<file path="config.mk">
export PLATFORM = sky130hd
export DESIGN_NAME = alu_entry
export DESIGN_NICKNAME = d
export VERILOG_FILES = /design/src/rtl/alu_pkg.sv /design/src/rtl/btn_debounce.sv /design/src/rtl/alu_entry.sv
export SDC_FILE = /design/constraint.sdc
export NUM_CORES = 1
export LEC_CHECK = 0
export ABC_CLOCK_PERIOD_IN_PS = 1800
export BUFFER_PORTS_ARGS = -buffer_cell sky130_fd_sc_hd__buf_4
export CORE_UTILIZATION = 52
export DETAILED_ROUTE_END_ITERATION = 7
export PLACE_DENSITY = 0.77
export SYNTH_ARGS = -nofsm -noshare
export SYNTH_HDL_FRONTEND = slang
export SYNTH_SLANG_ARGS = --single-unit
</file>
<file path="constraint.sdc">
create_clock -name clk -period 1.8 [get_ports clk]
set_input_delay 0.36 -clock clk [delete_from_list [all_inputs] [get_ports clk]]
set_output_delay 0.36 -clock clk [all_outputs]
set_load 0.1 [all_outputs]
</file>
<file path="src/rtl/alu_pkg.sv">
// Shared definitions for the operand-entry front end and the 4-bit ALU:
// opcode encodings, entry FSM state encoding and the stage code mapping.
package alu_pkg;

    typedef enum logic [2:0] {
        OP_ADD = 3'b000,
        OP_SUB = 3'b001,
        OP_NOT = 3'b010,
        OP_AND = 3'b011,
        OP_OR  = 3'b100,
        OP_XOR = 3'b101,
        OP_CMP = 3'b110,
        OP_EQ  = 3'b111
    } alu_op_e;

    typedef enum logic [2:0] {
        S_A    = 3'b000,
        S_B    = 3'b001,
        S_OP   = 3'b010,
        S_EXEC = 3'b011,
        S_SHOW = 3'b100
    } state_e;

    localparam logic [1:0] STAGE_A    = 2'b00;
    localparam logic [1:0] STAGE_B    = 2'b01;
    localparam logic [1:0] STAGE_OP   = 2'b10;
    localparam logic [1:0] STAGE_SHOW = 2'b11;

    // EXEC and SHOW share one stage code because both present a result.
    function automatic logic [1:0] stage_of(state_e s);
        case (s)
            S_A:     return STAGE_A;
            S_B:     return STAGE_B;
            S_OP:    return STAGE_OP;
            default: return STAGE_SHOW;
        endcase
    endfunction

endpackage

</file>
<file path="src/rtl/btn_debounce.sv">
// Push-button conditioning: 2-flop synchronizer, counting debouncer and a
// one-cycle press pulse on each accepted 0->1 transition. After reset the
// pulse stays disarmed until the button has been seen released, so a button
// held through reset never produces a stray press.
module btn_debounce #(
    parameter int DEB_CYCLES = 16
) (
    input  logic clk,
    input  logic rst_n,
    input  logic btn,
    output logic press
);

    localparam int CNT_W = (DEB_CYCLES > 1) ? $clog2(DEB_CYCLES) : 1;
    localparam logic [CNT_W-1:0] CNT_LAST = CNT_W'(DEB_CYCLES - 1);

    logic             sync1_q, sync1_d;
    logic             sync2_q, sync2_d;
    logic             valid1_q, valid1_d;
    logic             valid2_q, valid2_d;
    logic             armed_q, armed_d;
    logic             deb_q, deb_d;
    logic             deb_prev_q, deb_prev_d;
    logic [CNT_W-1:0] cnt_q, cnt_d;
    logic             press_q, press_d;

    // Next-state logic: the level flips only after DEB_CYCLES consecutive
    // disagreeing samples; the pulse fires one cycle after the rising flip.
    always_comb begin
        sync1_d    = btn;
        sync2_d    = sync1_q;
        valid1_d   = 1'b1;
        valid2_d   = valid1_q;
        armed_d    = armed_q | (valid2_q & ~sync2_q);
        deb_d      = deb_q;
        cnt_d      = '0;
        if (sync2_q != deb_q) begin
            if (cnt_q == CNT_LAST) begin
                deb_d = sync2_q;
            end else begin
                cnt_d = cnt_q + CNT_W'(1);
            end
        end
        deb_prev_d = deb_q;
        press_d    = armed_q & deb_q & ~deb_prev_q;
    end

    // State registers with synchronous active-low reset.
    always_ff @(posedge clk) begin
        if (!rst_n) begin
            sync1_q    <= 1'b0;
            sync2_q    <= 1'b0;
            valid1_q   <= 1'b0;
            valid2_q   <= 1'b0;
            armed_q    <= 1'b0;
            deb_q      <= 1'b0;
            deb_prev_q <= 1'b0;
            cnt_q      <= '0;
            press_q    <= 1'b0;
        end else begin
            sync1_q    <= sync1_d;
            sync2_q    <= sync2_d;
            valid1_q   <= valid1_d;
            valid2_q   <= valid2_d;
            armed_q    <= armed_d;
            deb_q      <= deb_d;
            deb_prev_q <= deb_prev_d;
            cnt_q      <= cnt_d;
            press_q    <= press_d;
        end
    end

    assign press = press_q;

endmodule

</file>
<file path="src/rtl/alu_entry.sv">
// Button-driven operand/opcode entry for a 4-bit ALU: each press latches the
// next field, one EXEC cycle captures the ALU result, SHOW displays it.
module alu_entry
    import alu_pkg::*;
#(
    parameter int DEB_CYCLES = 16
) (
    input  logic       clk,
    input  logic       rst_n,
    input  logic       btn,
    input  logic [3:0] sw,
    input  logic [2:0] sw_op,
    output logic [3:0] alu_a,
    output logic [3:0] alu_b,
    output logic [2:0] alu_op,
    input  logic [3:0] alu_res,
    output logic [3:0] disp_val,
    output logic [1:0] stage,
    output logic       res_valid,
    output logic [7:0] op_cnt
);

    logic       press;

    state_e     state_q, state_d;
    logic [3:0] alu_a_q, alu_a_d;
    logic [3:0] alu_b_q, alu_b_d;
    alu_op_e    alu_op_q, alu_op_d;
    logic [3:0] res_q, res_d;
    logic [7:0] op_cnt_q, op_cnt_d;
    logic [1:0] stage_q, stage_d;
    logic       res_valid_q, res_valid_d;

    btn_debounce #(
        .DEB_CYCLES(DEB_CYCLES)
    ) u_btn_debounce (
        .clk   (clk),
        .rst_n (rst_n),
        .btn   (btn),
        .press (press)
    );

    // Entry sequencing: presses advance A -> B -> OP, EXEC is a single
    // capture cycle, and a press in SHOW returns to A keeping old operands.
    always_comb begin
        state_d  = state_q;
        alu_a_d  = alu_a_q;
        alu_b_d  = alu_b_q;
        alu_op_d = alu_op_q;
        res_d    = res_q;
        op_cnt_d = op_cnt_q;
        case (state_q)
            S_A: begin
                if (press) begin
                    alu_a_d = sw;
                    state_d = S_B;
                end
            end
            S_B: begin
                if (press) begin
                    alu_b_d = sw;
                    state_d = S_OP;
                end
            end
            S_OP: begin
                if (press) begin
                    alu_op_d = alu_op_e'(sw_op);
                    state_d  = S_EXEC;
                end
            end
            S_EXEC: begin
                res_d    = alu_res;
                op_cnt_d = op_cnt_q + 8'd1;
                state_d  = S_SHOW;
            end
            S_SHOW: begin
                if (press) begin
                    state_d = S_A;
                end
            end
            default: state_d = S_A;
        endcase
        stage_d     = stage_of(state_d);
        res_valid_d = (state_d == S_SHOW);
    end

    // Registered FSM state and outputs with synchronous active-low reset.
    always_ff @(posedge clk) begin
        if (!rst_n) begin
            state_q     <= S_A;
            alu_a_q     <= '0;
            alu_b_q     <= '0;
            alu_op_q    <= OP_ADD;
            res_q       <= '0;
            op_cnt_q    <= '0;
            stage_q     <= STAGE_A;
            res_valid_q <= 1'b0;
        end else begin
            state_q     <= state_d;
            alu_a_q     <= alu_a_d;
            alu_b_q     <= alu_b_d;
            alu_op_q    <= alu_op_d;
            res_q       <= res_d;
            op_cnt_q    <= op_cnt_d;
            stage_q     <= stage_d;
            res_valid_q <= res_valid_d;
        end
    end

    // Display mux: live switches while entering, the result once computed.
    always_comb begin
        case (state_q)
            S_A, S_B: disp_val = sw;
            S_OP:     disp_val = {1'b0, sw_op};
            default:  disp_val = res_q;
        endcase
    end

    assign alu_a     = alu_a_q;
    assign alu_b     = alu_b_q;
    assign alu_op    = alu_op_q;
    assign stage     = stage_q;
    assign res_valid = res_valid_q;
    assign op_cnt    = op_cnt_q;

endmodule

</file>
==> results of run 1 <==
==> state kept, by name (all words and copies together) (netlist names), 2 cells and up <==
signal,count
state_q,3
op_cnt,8
stage,2
u_btn_debounce.cnt_q,4
res_q,4
alu_op,3
alu_b,4
alu_a,4
==> worst max-delay path, delay by kind of cell (launching register included) <==
family	cells	cell delay, ns
buf+inv	1	0.17
simple gates	1	0.15
flops	1	0.38
compound gates	2	0.38
==> report_power, final <==
part	switching (mW)	internal, mW	leakage (nW)	total (mW)
combinational	0.0665	0.0519	0.598	0.118
clock	0.299	0.332	0.0455	0.631
sequential	0.00265	0.909	0.335	0.912
==> layout make-up <==
| cell class | instances | area (sq um) | area share (%) |
|---|---|---|---|
| well taps | 44 | 55.05 | 2.476 |
| inverters | 5 | 18.77 | 0.8441 |
| clock inverters | 1 | 30.03 | 1.351 |
| flip-flops and latches | 41 | 835.8 | 37.59 |
| repair buffers | 45 | 387.9 | 17.45 |
| clock buffers | 7 | 55.05 | 2.476 |
| multi-input cells | 104 | 840.8 | 37.82 |
==> worst paths after layout <==
kind | slack, ns | to | cells past startpoint
max | -0.004 | disp_val[2] | 4
min | 0.21 | u_btn_debounce.sync1_q | 2
max reg2reg | 0.17 | op_cnt[5] | 5
min reg2reg | 0.45 | u_btn_debounce.sync2_q | 1
==> routing by layer <==
metal | routed length, microns | share of wire, %
met5 | 0 | 0
met4 | 100 | 2.8
met3 | 143 | 4.0
met2 | 1778 | 50
met1 | 1554 | 43
==> stage by stage <==
| stage | instances | utilization (%) | power, mW | setup TNS, ns | hold WS [ns] |
|---|---|---|---|---|---|
| after floorplan | 158 | - | 1.002 | -0.08112 | 0.3877 |
| after global routing | 247 | 72.24 | 1.729 | -0.1552 | 0.1902 |
| after detailed placement | 236 | 66.14 | 1.043 | 0 | 0.4272 |
| after CTS | 244 | 70.12 | 1.669 | 0 | 0.1960 |
| after global placement | 236 | 66.14 | 1.041 | 0 | 0.4176 |
| final | 247 | 72.24 | 1.661 | -0.005745 | 0.2068 |
==> repair_timing <==
action,in CTS,in global routing
endpoints found under the hold margin,0,0
resized for setup,11,7
endpoints found under the setup margin,4,4
buffers inserted,0,3
pin swaps,1,4
cloned,0,0
==> synthesized netlist by cell type (2+ instances only) <==
| cell | count |
|---|---|
| buf_6 | 3 |
| o21ai_0 | 3 |
| a21boi_0 | 2 |
| xnor2_1 | 2 |
| a21oi_1 | 3 |
| xor2_1 | 3 |
| nand2b_1 | 4 |
| and2_1 | 6 |
| nand3_1 | 4 |
| nor2b_1 | 18 |
| clkbuf_1 | 3 |
| o22a_1 | 6 |
| nor2_1 | 5 |
| mux2i_1 | 18 |
| inv_1 | 5 |
| nand2_1 | 4 |
| ha_1 | 2 |
| a21boi_1 | 2 |
| or3_1 | 2 |
| dfxtp_1 | 41 |
==> logic make-up after synthesis <==
kind of cell    synth area share (%)
buf+inv                        4.319
fa+ha+maj                      1.464
flops                          48.02
xor+xnor                       2.563
mux                            10.54
simple gates                   23.50
compound gates                 9.590
==> results by group, run 1 <==
Global route
  – GR Layer Usage met3: 5.240%
  – GR peak layer: met2
  – Total gr overflow: 0
  – Initial antenna violation count: 0
  – Gr usage total: 21.69%
  – Largest net degree at the start of global routing: 38
  – Vias in the first global route: 1233
  – First-pass GRT wire length: 5513 microns
  – Met1 usage: 25.55%
  – M2 GR Usage: 35.63%

Timing
  – # setup viols final: 2
  – Final Hold Fails: 0
  – Final min period: 1.804 ns
  – FMAX: 0.5543 GHz
  – Worst-Margin Slew: 0.4254 ns
  – Pins Over Slew Limit: 0
  – Final worst slack: -0.004013 ns
  – Final period utilization: 100.2%
  – RSZ-0062 raised after global routing: yes
  – Final worst clock skew: 0.008826 ns
  – Slew headroom: 71.52%

Route
  – Post-Route WL: 3576 microns
  – Vias: 1307
  – Router iterations before antenna repair: 4
  – Post-DR vias/cell: 5.291
  – Post-route ant nets: 0
  – DRT iter0 DRCs: 64
  – Post-DR wirelength/cell: 14.48 microns
  – Remaining DRCs: 0

Floorplanning
  – Io pins: 40
  – Core Box Area: 0.003078 sq mm
  – Die width: 59.33 microns
  – Num rows: 20
  – DIE AREA: 0.003520 sq mm
  – Initial Util: 55.53%
  – Chip Height: 59.33 microns

Clock tree
  – Skew-Pair Late Insertion Delay: 0.36 ns
  – # H-tree levels: 2
  – CTS Buf Count: 5
  – CTS Sinks: 41
  – Clock root cell: clkbuf_4
  – CTS tree: built
  – Worst-path clk slew: 0.12 ns
  – CTS Hold Bufs: 0
  – Clk buf depth: 2

Synth
  – Mapped Avg Cell Area: approximately 11 sq um
  – Ys flop type: dfxtp_1
  – Synth warnings: 0
  – Mapped Cells: 158
  – Synthesized Nets: 174
  – Ys async rst share: 0%
  – EDFF count, synth: 0
  – Cell taking the most area after synthesis: dfxtp_1
  – #FFs+latches synth: 41
  – Top post-synthesis cells by area: dfxtp_1 (48%), mux2i_1 (11%), nor2b_1 (6.6%)
  – Netlist cell types: 42
  – Synthesized area: 0.001709 sq mm
  – Sequential area share after synthesis: 48.02%
  – Synth top area share: 48.02%

Placement
  – RePlAce Congestion: 0.7913
  – Port Buffers: 39
  – Post-DP HPWL: 2359 microns
  – Dpl ws: 0.1840 ns
  – Dpl cell area: between 0.002 and 0.0025 sq mm

Hold path
  – HP Class: in -> reg
  – Min-delay src: btn

Layout
  – Layout cells sized above 1: 34.48%
  – Most frequent cells in the layout: buf_4 (41), dfxtp_1 (35), nor2b_1 (18), mux2i_1 (18), and2_1 (6)
  – N_diodes: 0
  – Nets: 218
  – Area growth syn-to-layout: 30.09%
  – Most common cell after layout, fill and taps aside: buf_4
  – # fillers: 238
  – Layout Cell Area excl Fill: between 0.002 and 0.0025 sq mm

Worst setup path
  – Reg-to-reg startpoint: state_q[0]
  – Slowest cell delay on critical path: 0.38 ns
  – Critical path peak fanout: 4
  – WP data arrival: 1.44 ns
  – Crit Path Category: reg -> out
  – Critical Path Sink Type: output port
  – CP Launch Type: flop
  – Launch point of the worst path: state_q[0]
  – CP required: 1.44 ns
  – Critical Path, Cell by Cell: nand2b_4 -> o22a_1 -> o22a_2 -> buf_12
  – Slowest cell on crit path: dfxtp_4

Job
  – Max Cap Viol: 0

Pwr
  – Power per Cell Area: 746.9 mW/mm^2
  – VDD IR max: 538.0 uV
  – Leak pwr: approximately 1 nW

Status
  – Status: finished, violations left
  – Failing checks: setup timing
Power figures use the tool's default switching activity.
==> inputs of run 2 (changes only) <==
Settings changed: CORE_UTILIZATION 52 to 51, PLACE_DENSITY 0.77 to 0.76, SYNTH_HIERARCHICAL set to 1.
==> results by group, run 2 <==
Route
  – Remaining DRCs: 0
  – Post-route ant nets: 0
  – Post-Route WL: 3422 microns
  – Vias: 1321
  – DRT iter0 DRCs: 35
  – Post-DR wirelength/cell: 13.42 microns
  – Router iterations before antenna repair: 4
  – Post-DR vias/cell: just over 5

Worst setup path
  – Launch point of the worst path: state_q[1]
  – CP required: 1.44 ns
  – Slowest cell delay on critical path: 0.39 ns
  – Crit path buffers/inverters: 2
  – Critical path peak fanout: 5
  – WP data arrival: 1.47 ns
  – Critical Path Sink Type: output port
  – Delay-heaviest family, CP: compound AO/OA/AOI/OAI gates
  – Slowest cell on crit path: dfxtp_4
  – Critical Path, Cell by Cell: buf_6 -> o22a_1 -> o22a_2 -> buf_12
  – Crit Path Category: reg -> out
  – CP Launch Type: flop
  – R2r setup slk: 0.17 ns
  – Reg-to-reg startpoint: state_q[1]

Synth
  – Synthesized area: 0.001625 sq mm
  – EDFF count, synth: 0
  – Synth top area share: 50.50%
  – Mapped Avg Cell Area: 9.971 sq um
  – Top post-synthesis cells by area: dfxtp_1 (51%), mux2i_1 (7.4%), a21oi_1 (4.3%)
  – Netlist cell types: 37
  – Mapped Cells: 163
  – Ys flop type: dfxtp_1
  – Top-count cell post-synth: dfxtp_1
  – Cell taking the most area after synthesis: dfxtp_1
  – Ys async rst share: 0%
  – #FFs+latches synth: 41
  – Sequential area share after synthesis: 50.50%
  – Synthesized Nets: 179
  – Post-synth top cells: dfxtp_1 (41), nor2_1 (18), a21oi_1 (14), nand2_1 (13), mux2i_1 (12)
  – Synth warnings: 6

Clock tree
  – CTS Buf Count: 5
  – CTS Hold Bufs: 0
  – Skew-Pair Late Insertion Delay: 0.35 ns
  – CTS tree: built
  – Clock root cell: clkbuf_4
  – # H-tree levels: 2
  – Clk buf depth: 2
  – CTS Sinks: 41
  – Worst-path clk slew: 0.11 ns

Layout
  – N_diodes: 0
  – Most frequent cells in the layout: buf_4 (43), dfxtp_1 (34), nor2_1 (18)
  – Area growth syn-to-layout: 31.95%
  – Layout cells sized above 1: 36.97%
  – Nets: 226
  – Util after Layout: between 70% and 80%
  – Most common cell after layout, fill and taps aside: buf_4
  – Max reg flops: 8

Global route
  – First-pass GRT wire length: 5630 microns
  – Largest net degree at the start of global routing: 14
  – Vias in the first global route: 1241
  – Initial antenna violation count: 0
  – Gr usage total: between 20 and 25%
  – Total gr overflow: 0

Status
  – Failing checks: setup timing
  – Status: finished, violations left

Timing
  – RSZ-0062 raised after global routing: yes
  – Final min period: 1.825 ns
  – FMAX: about 0.55 GHz
  – # setup viols final: 3
  – Final setup TNS: -0.05323 ns
  – Final worst slack: -0.02533 ns
  – Final Hold Fails: 0
  – Slew headroom: about 70%
  – Final worst clock skew: 0.008144 ns
  – Final period utilization: 101.4%
  – Worst-Margin Slew: 0.4520 ns
  – Pins Over Slew Limit: 0

Pwr
  – Sw Pwr: 0.3650 mW
  – Seq pwr share: between 60% and 70%
  – Share of power burned in the clock network: between 30% and 40%
  – Leak pwr: 0.9072 nW
  – Logic pwr share: 7.8%
  – Power per Cell Area: 708.3 mW/mm^2
  – Sw Ratio: between 20% and 30%
  – Total power: 1.519 mW
  – VDD IR max: around 650 uV
  – Internal power: about 1.2 mW

Placement
  – Post-DP HPWL: roughly 2500 microns
  – Port Buffers: 39
  – RePlAce Congestion: 0.7391

Hold path
  – Min-delay src: rst_n
  – HP Class: in -> reg

Floorplanning
  – Io pins: 40
  – Initial Util: a little over half
  – DIE AREA: 0.003416 sq mm
  – Die width: 58.45 microns
  – Core Box Area: approximately 0.0030 sq mm
  – Num rows: 20
  – Chip Height: 58.45 microns

Job
  – Max Cap Viol: 0
## run 2: routing by layer
layer | vias up | global-route usage (%) | share of wire (%) | wire length (microns)
met3 | 8 | 7.692 | 6.1 | 209
li1 | 660 | - | - | -
met5 | - | 0 | 0 | 0
met2 | 45 | 36.95 | 48 | 1650
met4 | 0 | 10.88 | 1.9 | 66
met1 | 608 | 25.17 | 44 | 1496
## run 2: cell families (layout without fill, tap and decap cells)
group | Yosys count | count (layout) | share of synthesized area [%]
multiplexers | 12 | 12 | 7.391
flip-flops | 41 | 41 | 50.50
AND/OR/NAND/NOR | 62 | 62 | 23.02
AO/OA/AOI/OAI | 29 | 29 | 11.16
XOR/XNOR | 5 | 5 | 2.694
buffers and inverters | 12 | 60 | 3.695
adder cells (fa/ha/maj) | 2 | 2 | 1.539
## run 2: cell type report
class,count,area [sq um]
multi-input cells,110,763.2
clock buffers,6,51.30
clock inverters,2,13.76
repair buffers,48,414.1
well taps,44,55.05
flip-flops and latches,41,832.0
inverters,4,15.01
fillers,237,883.3
## run 2: worst paths after layout
check | to | cells after the start
min | u_btn_debounce/valid1_q | 1
max reg2reg | alu_a[3] | 6
min reg2reg | u_btn_debounce/valid2_q | 1
max | disp_val[2] | 4
## run 2: metrics by stage
step	hold WS (ns)	setup WS [ns]	instances	area, sq um
final	0.1802	-0.02533	255	2145
after global routing	0.1622	-0.08442	255	2145
after CTS	0.1561	-0.03906	254	2122
after detailed placement	0.4207	0.2917	245	1993
after global placement	0.4145	0.3258	245	1993
after floorplan	0.3877	-0.07243	163	1638
## run 2: what timing repair did
action	in CTS	in global routing
resized for setup	14	5
pin swaps	2	4
setup endpoints to repair	3	4
buffers inserted	1	1
## run 2: power by group through the flow
stage	Combinational [mW]	Sequential, mW	Clock [mW]
floorplan	0.0601	0.936	0
global placement	0.101	0.936	0
detailed placement	0.103	0.937	0
CTS	0.115	0.915	0.508
global route	0.124	0.916	0.536
finish	0.119	0.914	0.486
==> inputs of run 3 (changes only) <==
Settings changed: CELL_PAD_IN_SITES_DETAIL_PLACEMENT set to 2, CELL_PAD_IN_SITES_GLOBAL_PLACEMENT set to 2, CORE_ASPECT_RATIO set to 1.2, CORE_UTILIZATION 51 to 31, PLACE_DENSITY 0.76 to 0.75.
==> results by group, run 3 (synthesis gave the netlist of run 2 again) <==
Status
  – Status: complete, no violations

Worst setup path
  – Crit path buffers/inverters: 1
  – Critical Path, Cell by Cell: nand2b_4 -> o22a_1 -> o22a_2 -> buf_6
  – Crit Path Category: reg -> out
  – Critical path peak fanout: 4
  – CP Launch Type: flop
  – Slowest cell on crit path: dfxtp_2
  – Delay-heaviest family, CP: compound AO/OA/AOI/OAI gates
  – WP data arrival: 1.39 ns
  – Slowest cell delay on critical path: ~0.36 ns
  – Critical Path Sink Type: output port
  – CP required: 1.44 ns

Pwr
  – Total power: 1.742 mW
  – Share of power burned in the clock network: around 40%
  – Power per Cell Area: just over 800 mW/mm^2
  – Logic pwr share: 6.3%
  – VDD IR max: roughly 340 uV
  – Internal power: 1.357 mW
  – Leak pwr: 0.9048 nW
  – Seq pwr share: 52.5%
  – Sw Pwr: 0.3854 mW
  – Sw Ratio: ~22%

Global route
  – Gr usage total: 17.57%
  – M2 GR Usage: 32.16%
  – Largest net degree at the start of global routing: 14
  – Vias in the first global route: 1472
  – Initial antenna violation count: 0
  – GR peak layer: met2
  – Total gr overflow: 0
  – Met1 usage: 18.89%
  – GR Layer Usage met3: under 10%
  – First-pass GRT wire length: a little over 7000 microns

Clock tree
  – CTS tree: built
  – CTS Sinks: 41
  – Worst-path clk slew: 0.08 ns
  – Resized cells post-CTS: 6
  – CTS Buf Count: 5
  – Setup Fix Bufs, Post-CTS: 0
  – Skew-Pair Late Insertion Delay: 0.29 ns
  – CTS Hold Bufs: 0
  – # H-tree levels: 2
  – Clk buf depth: 2
  – Clock root cell: clkbuf_8

Timing
  – RSZ-0062 raised after global routing: no
  – Final worst clock skew: 0.005889 ns
  – Worst-Margin Slew: approximately 0.45 ns
  – # setup viols final: 0
  – Final min period: 1.749 ns
  – Hold slack final: 0.2453 ns
  – FMAX: 0.5716 GHz
  – Final period utilization: a little over nine tenths
  – Slew headroom: 69.96%
  – Final worst slack: 0.05050 ns
  – Pins Over Slew Limit: 0
  – Final Hold Fails: 0
  – Final setup TNS: 0 ns

Route
  – Post-Route WL: 4417 microns
  – DRT iter0 DRCs: 14
  – Post-DR wirelength/cell: 16.42 microns
  – Post-DR vias/cell: between 4 and 5
  – Router iterations before antenna repair: 3
  – Vias: roughly 1300
  – Remaining DRCs: 0
  – Post-route ant nets: 0

Placement
  – Port Buffers: 39
  – Dpl ws: 0.2041 ns
  – Post-DP HPWL: 3384 microns
  – Inst Count DP: around 260
  – RePlAce Congestion: approximately 0.7

Floorplanning
  – Core Box Area: 0.004975 sq mm
  – Num rows: 28
  – Io pins: 40
  – DIE AREA: 0.005538 sq mm
  – Initial Util: 32.67%
  – Die width: between 60 and 70 microns
  – Chip Height: 81.32 microns

Layout
  – Most frequent cells in the layout: buf_4 (43), dfxtp_1 (35), nor2_1 (18)
  – N_diodes: 0
  – Layout cells sized above 1: 35.89%
  – Max reg flops: 8
  – Nets: between 200 and 250
  – Most common cell after layout, fill and taps aside: buf_4
  – Final Non-Filler Cells: 269
  – Area growth syn-to-layout: 33.10%

Hold path
  – HP Class: in -> reg

Job
  – Max Cap Viol: 0
run 3: path summary, 6_finish.rpt:
kind	slack, ns	from	cells past startpoint	to
min	0.25	rst_n	1	u_btn_debounce/valid1_q
max	0.05	state_q[0]	4	disp_val[2]
min reg2reg	0.45	u_btn_debounce/sync1_q	1	u_btn_debounce/sync2_q
max reg2reg	0.14	state_q[2]	4	stage[0]
run 3: power by group through the flow:
stage | Combinational [mW] | Clock (mW) | Sequential [mW]
CTS | 0.110 | 0.744 | 0.916
finish | 0.110 | 0.718 | 0.914
detailed placement | 0.106 | 0 | 0.937
global route | 0.116 | 0.776 | 0.915
global placement | 0.104 | 0 | 0.936
floorplan | 0.0601 | 0 | 0.936
run 3: worst reg2reg max path, cell delays in order (launching register included):
cell and delay (ns):
dfxtp_1 0.55, buf_4 0.22, or4b_1 0.50, a21oi_2 0.20
o21bai_1 0.12
run 3: area by class of cell:
class | count | area, sq um
flip-flops and latches | 41 | 830.8
multi-input cells | 110 | 770.7
clock inverters | 2 | 35.03
repair buffers | 47 | 367.9
fillers | 542 | 2811
clock buffers | 5 | 68.82
inverters | 4 | 15.01
well taps | 60 | 75.07
run 3: through the flow:
stage | util [%] | instance area [sq um]
6_report | 43.49 | 2163
5_1_grt | 43.49 | 2163
4_1_cts | 43.18 | 2148
3_5_place_dp | 40.62 | 2021
3_3_place_gp | 40.62 | 2021
2_1_floorplan | - | 1638
run 3: layer usage:
layer | share of wire (%) | wire length (microns) | vias up
met1 | 41 | 1832 | 637
met2 | 54 | 2376 | 32
met4 | 1.4 | 63 | 0
li1 | - | - | 652
met5 | 0 | 0 | -
met3 | 3.3 | 144 | 5
